File: src/rtl/key_debouncer_pkg.sv
// Shared types and reset constants for the key_debouncer channels.
package key_debouncer_pkg;

  typedef enum logic {
    ST_STABLE  = 1'b0,
    ST_PENDING = 1'b1
  } chan_state_e;

  localparam logic SYNC_RST  = 1'b1;  // pin idles high (released)
  localparam logic LEVEL_RST = 1'b0;

endpackage

File: src/rtl/key_debounce_channel.sv
// One key channel: 2-flop synchroniser, stable-sample debounce FSM and strobes.
// Auto-repeat on the press strobe is built only with KEY_DEBOUNCER_AUTOREPEAT_EN.
module key_debounce_channel
  import key_debouncer_pkg::*;
#(
  parameter int DEBOUNCE_CYCLES = 500000,
  parameter int REPEAT_DELAY    = 25000000,
  parameter int REPEAT_PERIOD   = 5000000
) (
  input  logic gclk,
  input  logic grst_n,
  input  logic i_key_n,
  output logic o_level,
  output logic o_press,
  output logic o_release
);

  localparam int               CNT_W    = $clog2(DEBOUNCE_CYCLES);
  localparam logic [CNT_W-1:0] CNT_LAST = CNT_W'(DEBOUNCE_CYCLES - 1);

  logic [1:0]       r_sync;
  chan_state_e      r_state, w_state_nxt;
  logic [CNT_W-1:0] r_cnt, w_cnt_nxt;
  logic             r_level, r_press, r_release;
  logic             w_pressed, w_mismatch, w_accept, w_repeat;

  always_ff @(posedge gclk or negedge grst_n)
    if (!grst_n) r_sync <= {2{SYNC_RST}};
    else         r_sync <= {r_sync[0], i_key_n};

  assign w_pressed  = ~r_sync[1];
  assign w_mismatch = w_pressed ^ r_level;
  assign w_accept   = (r_state == ST_PENDING) && w_mismatch && (r_cnt == CNT_LAST);

  always_comb begin
    w_state_nxt = r_state;
    w_cnt_nxt   = '0;
    case (r_state)
      ST_STABLE:
        if (w_mismatch) begin
          w_state_nxt = ST_PENDING;
          w_cnt_nxt   = CNT_W'(1);
        end
      ST_PENDING:
        if (!w_mismatch || w_accept) w_state_nxt = ST_STABLE;
        else                         w_cnt_nxt   = r_cnt + 1'b1;
    endcase
  end

`ifdef KEY_DEBOUNCER_AUTOREPEAT_EN
  localparam int RPT_MAX = (REPEAT_DELAY > REPEAT_PERIOD) ? REPEAT_DELAY : REPEAT_PERIOD;
  localparam int RPT_W   = $clog2(RPT_MAX + 1);

  logic [RPT_W-1:0] r_rpt, w_rpt_last;
  logic             r_rpt_first;

  // r_rpt counts cycles since the last press strobe; the first gap is longer
  assign w_rpt_last = r_rpt_first ? RPT_W'(REPEAT_DELAY - 1) : RPT_W'(REPEAT_PERIOD - 1);
  assign w_repeat   = r_level && !w_accept && (r_rpt == w_rpt_last);

  always_ff @(posedge gclk or negedge grst_n)
    if (!grst_n) begin
      r_rpt       <= '0;
      r_rpt_first <= 1'b1;
    end else if (!r_level || w_accept || w_repeat) begin
      r_rpt       <= '0;
      r_rpt_first <= !r_level || w_accept;
    end else begin
      r_rpt       <= r_rpt + 1'b1;
    end
`else
  assign w_repeat = 1'b0;
`endif

  always_ff @(posedge gclk or negedge grst_n)
    if (!grst_n) begin
      r_state   <= ST_STABLE;
      r_cnt     <= '0;
      r_level   <= LEVEL_RST;
      r_press   <= 1'b0;
      r_release <= 1'b0;
    end else begin
      r_state   <= w_state_nxt;
      r_cnt     <= w_cnt_nxt;
      r_level   <= r_level ^ w_accept;
      r_press   <= (w_accept & ~r_level) | w_repeat;
      r_release <= w_accept & r_level;
    end

  assign o_level   = r_level;
  assign o_press   = r_press;
  assign o_release = r_release;

endmodule

File: src/rtl/key_debouncer.sv
// Debounces NUM_KEYS active-low pushbuttons into level plus press/release strobes.
// Define KEY_DEBOUNCER_AUTOREPEAT_EN to add auto-repeat on KEY_PRESS.
module key_debouncer #(
  parameter int NUM_KEYS        = 4,
  parameter int DEBOUNCE_CYCLES = 500000,
  parameter int REPEAT_DELAY    = 25000000,
  parameter int REPEAT_PERIOD   = 5000000
) (
  input  logic                CLOCK_50,
  input  logic                RESET_N,
  input  logic [NUM_KEYS-1:0] KEY,
  output logic [NUM_KEYS-1:0] KEY_LEVEL,
  output logic [NUM_KEYS-1:0] KEY_PRESS,
  output logic [NUM_KEYS-1:0] KEY_RELEASE
);

  for (genvar k = 0; k < NUM_KEYS; k++) begin : g_ch
    key_debounce_channel #(
      .DEBOUNCE_CYCLES (DEBOUNCE_CYCLES),
      .REPEAT_DELAY    (REPEAT_DELAY),
      .REPEAT_PERIOD   (REPEAT_PERIOD)
    ) u_ch (
      .gclk      (CLOCK_50),
      .grst_n    (RESET_N),
      .i_key_n   (KEY[k]),
      .o_level   (KEY_LEVEL[k]),
      .o_press   (KEY_PRESS[k]),
      .o_release (KEY_RELEASE[k])
    );
  end

endmodule

File: config.mk
export PLATFORM = sky130hd
export DESIGN_NAME = key_debouncer
export DESIGN_NICKNAME = d
export VERILOG_FILES = /design/src/rtl/key_debouncer_pkg.sv /design/src/rtl/key_debounce_channel.sv /design/src/rtl/key_debouncer.sv
export SDC_FILE = /design/constraint.sdc
export NUM_CORES = 1
export LEC_CHECK = 0
export BUFFER_PORTS_ARGS = -buffer_cell sky130_fd_sc_hd__buf_2
export CAP_MARGIN = 20
export CORE_MARGIN = 2
export CORE_UTILIZATION = 65
export CTS_CLUSTER_DIAMETER = 50
export CTS_CLUSTER_SIZE = 8
export DETAILED_ROUTE_END_ITERATION = 10
export GPL_TIMING_DRIVEN = 0
export PLACE_DENSITY = 0.83
export SETUP_SLACK_MARGIN = 0.05
export SYNTH_ARGS = -nofsm -noshare
export SYNTH_HDL_FRONTEND = slang
export SYNTH_SLANG_ARGS = --single-unit
File: constraint.sdc
create_clock -name CLOCK_50 -period 4.2 [get_ports CLOCK_50]
set_input_delay 0.21 -clock CLOCK_50 [delete_from_list [all_inputs] [get_ports CLOCK_50]]
set_output_delay 0.21 -clock CLOCK_50 [all_outputs]
set_load 0.1 [all_outputs]
==> metrics.csv <==
stage,metric,value,unit
sta,finalHoldViolations,0,
floorplan,io_pins,18,
min_path,min-delay-start,g_ch[1].u_ch.r_sync[0]$_DFF_PN1_,
sta,worst_clock_skew,0.00890,ns
grt,antenna_found_initial,0,
grt,grt_pass1_vias,3385,
yosys,yosys-top-cells-count,"dfrtp_1, nor2_1, xnor2_1, nand2_1",
yosys,synthArstFlopShare,100,%
grt,grt_usage,23.1,%
critical_path,startpoint,g_ch[1].u_ch.r_cnt[14]$_DFF_PN0_,
power_and_ir_drop,p_per_area,310,mW/mm²
yosys,synthFlopType,dfrtp_1,
final_layout,syn_to_final_growth,9.95,%
yosys,synth_top_area_share,47.7,%
sta,setup_viol,0,
clock_tree,cts_root_buf,clkbuf_8,
sta,tightest_slew,0.708,ns
routing,first_pass_iters,4,
clock_tree,cts_tree,done,
flow_run,cap_violations,0,
yosys,synth_seq_area_share,52.0,%
sta,period_minus_slack,2.29,ns
yosys,ys_ff_latch,100,
routing,wl,8.66,mm
yosys,synth_adder_area_share,3.11,%
sta,maxSlewHeadroom,52.4,%
routing,vias,3515,
floorplan,dieArea,0.00814,mm²
floorplan,core,0.00721,mm²
sta,slew_violations,0,
yosys,synth.distinct_cells,45,
yosys,yosys.area_share.xor_xnor,10.3,%
final_layout,final_nets,532,
critical_path,worstPathRequired,4.50,ns
yosys,synth_mux_area_share,0.415,%
routing,vias_per_cell,5.69,
routing,ant_nets,0,
grt,grt_first_pass_wirelength,15.4,mm
clock_tree,clock_latency,0.36,ns
yosys,avgSynthCellArea,10.1,µm²
final_layout,num_antenna_cells,0,
floorplan,fp.dieW,90.2,µm
grt,grt_start_max_net_pins,54,
power_and_ir_drop,ir_drop,0.254,mV
clock_tree,cts.reportedPaths.clkPinSlew,0.09,ns
yosys,synth-edff-count,0,
min_path,hold_class,reg -> reg,
yosys,yosysWarnings,0,
floorplan,rows,31,
critical_path,arrival,2.59,ns
clock_tree,postCtsSetupRepairBufs,0,
routing,drt_first_iter_violations,172,
sta,period_share,54.5,%
yosys,yosysMostFrequentCell,dfrtp_1,
floorplan,initial_core_util,66.9,%
clock_tree,numCtsBuffers,9,
clock_tree,cts_buffer_depth,2,
power_and_ir_drop,power,1640,µW
placement,portBuffers,17,
sta,rsz0062_at_grt,no,
routing,drcViolationCount,0,
sta,finalSetupTns,0,ns
critical_path,worst_setup_path_end_kind,register,
final_layout,n_fill_cell,521,
final_layout,drive_above_1_share,13.7,%
sta,fmax,0.437,GHz
critical_path,rrSetupSlack,1.91,ns
grt,gr-total-overflow,0,
power_and_ir_drop,leakage,0.00215,µW
yosys,synthSimpleGateAreaFrac,23.7,%
placement,hpwl,6.00,mm
yosys,synth.cell_area,0.00483,mm²
floorplan,die_h,90.2,µm
yosys,synth_top_cell_by_area,dfrtp_1,
yosys,synth_top_family_by_area,simple AND/OR/NAND/NOR gates,
yosys,ys_top_cells_by_area,"dfrtp_1, xnor2_1, nor2_1",
routing,wl_per_cell,14.0,µm
critical_path,reg2reg_from,g_ch[1].u_ch.r_cnt[14]$_DFF_PN0_,
yosys,synthesis.nets,498,
critical_path,cp-start-kind,register,
placement,gp_congestion,0.840,
critical_path,path_class,reg -> reg,
clock_tree,cts_sinks,100,
clock_tree,htreeDepth,3,
status,status,finished clean,
critical_path,critPathMaxFanout,4,
yosys,synth_compound_area_share,5.65,%
yosys,synth_cells,480,
==> cells by family (layout without fill, tap and decap cells) <==
family          Yosys count  after routing
compound gates           42             42
xor+xnor                 57             57
fa+ha+maj                12             12
buf+inv                  47             86
flops                   100            100
mux                       2              2
simple gates            220            220
==> flip-flops by register name, indices dropped and copies added, names as in the netlist <==
signal,count
g_ch.u_ch.r_sync,8
g_ch.u_ch.o_release,4
g_ch.u_ch.r_state,4
g_ch.u_ch.o_press,4
g_ch.u_ch.o_level,4
g_ch.u_ch.r_cnt,76
==> layout make-up <==
type / instances / area, µm² / share of cell area, %
clock inverters: 6 / 63.8 / 1.20
inverters: 25 / 93.8 / 1.77
plain buffers: 22 / 138 / 2.59
repair buffers: 23 / 165 / 3.11
multi-input cells: 333 / 2090 / 39.3
flip-flops and latches: 100 / 2510 / 47.3
well taps: 99 / 124 / 2.33
clock buffers: 10 / 128 / 2.40
==> path summary, 6_finish.rpt <==
| path | end | cells past startpoint |
|---|---|---|
| min reg2reg | g_ch[1].u_ch.r_sync[1]$_DFF_PN1_ | 0 |
| max in group asynchronous | g_ch[3].u_ch.r_sync[1]$_DFF_PN1_ | 3 |
| max | g_ch[1].u_ch.o_level$_DFF_PN0_ | 6 |
| min in group asynchronous | g_ch[1].u_ch.r_cnt[12]$_DFF_PN0_ | 2 |
| min | g_ch[1].u_ch.r_sync[1]$_DFF_PN1_ | 0 |
| max reg2reg | g_ch[1].u_ch.o_level$_DFF_PN0_ | 6 |
==> critical path: stages (launching register included) <==
cell,delay [ns]
dfrtp_1,0.42
or4_1,0.54
or4_4,0.58
or2_1,0.24
nor2_1,0.15
ha_1,0.25
inv_1,0.05
==> per-stage QoR <==
stage          hold slack, ns  instances  setup slack [ns]  area [µm²]  util (%)
2_1_floorplan         -0.0856        480              2.04        4830         -
3_3_place_gp            0.315        596              1.95        5040      69.8
3_5_place_dp            0.258        597              1.94        5070      70.3
4_1_cts                 0.358        618              1.90        5310      73.6
5_1_grt                 0.364        618              1.75        5310      73.6
6_report                0.360        618              1.91        5310      73.6
==> metal layers <==
metal | share of wire (%) | global-route usage (%) | vias to the layer above
met5 | 0 | 0 | -
met4 | 0.84 | 6.54 | 0
met3 | 2.8 | 5.03 | 7
met2 | 51 | 38.0 | 60
met1 | 46 | 31.4 | 1726
li1 | - | - | 1722
==> where the power goes <==
group / total (µW) / switching (µW) / leakage (µW) / internal (µW)
Sequential: 986 / 9.58 / 0.00135 / 976
Combinational: 60.4 / 39.6 / 0.000710 / 20.8
Clock: 598 / 322 / 0.0000927 / 276
Total: 1640 / 371 / 0.00215 / 1270
==> what timing repair did <==
action                                 CTS  global route
endpoints found under the hold margin   46             0
resized for setup                        0             0
hold buffers                             5             0
==> cells in the final DEF, fill, tap and decap left out, drive strengths merged, types with 19 or more instances in the layout <==
cell   netlist  layout
dfrtp       92      92
nor2        69      69
xnor2       42      42
buf         14      32
nand2       27      27
inv         25      26
nand3       25      25
nand4       21      21
nor4        19      19
Power figures use the tool's default switching activity.
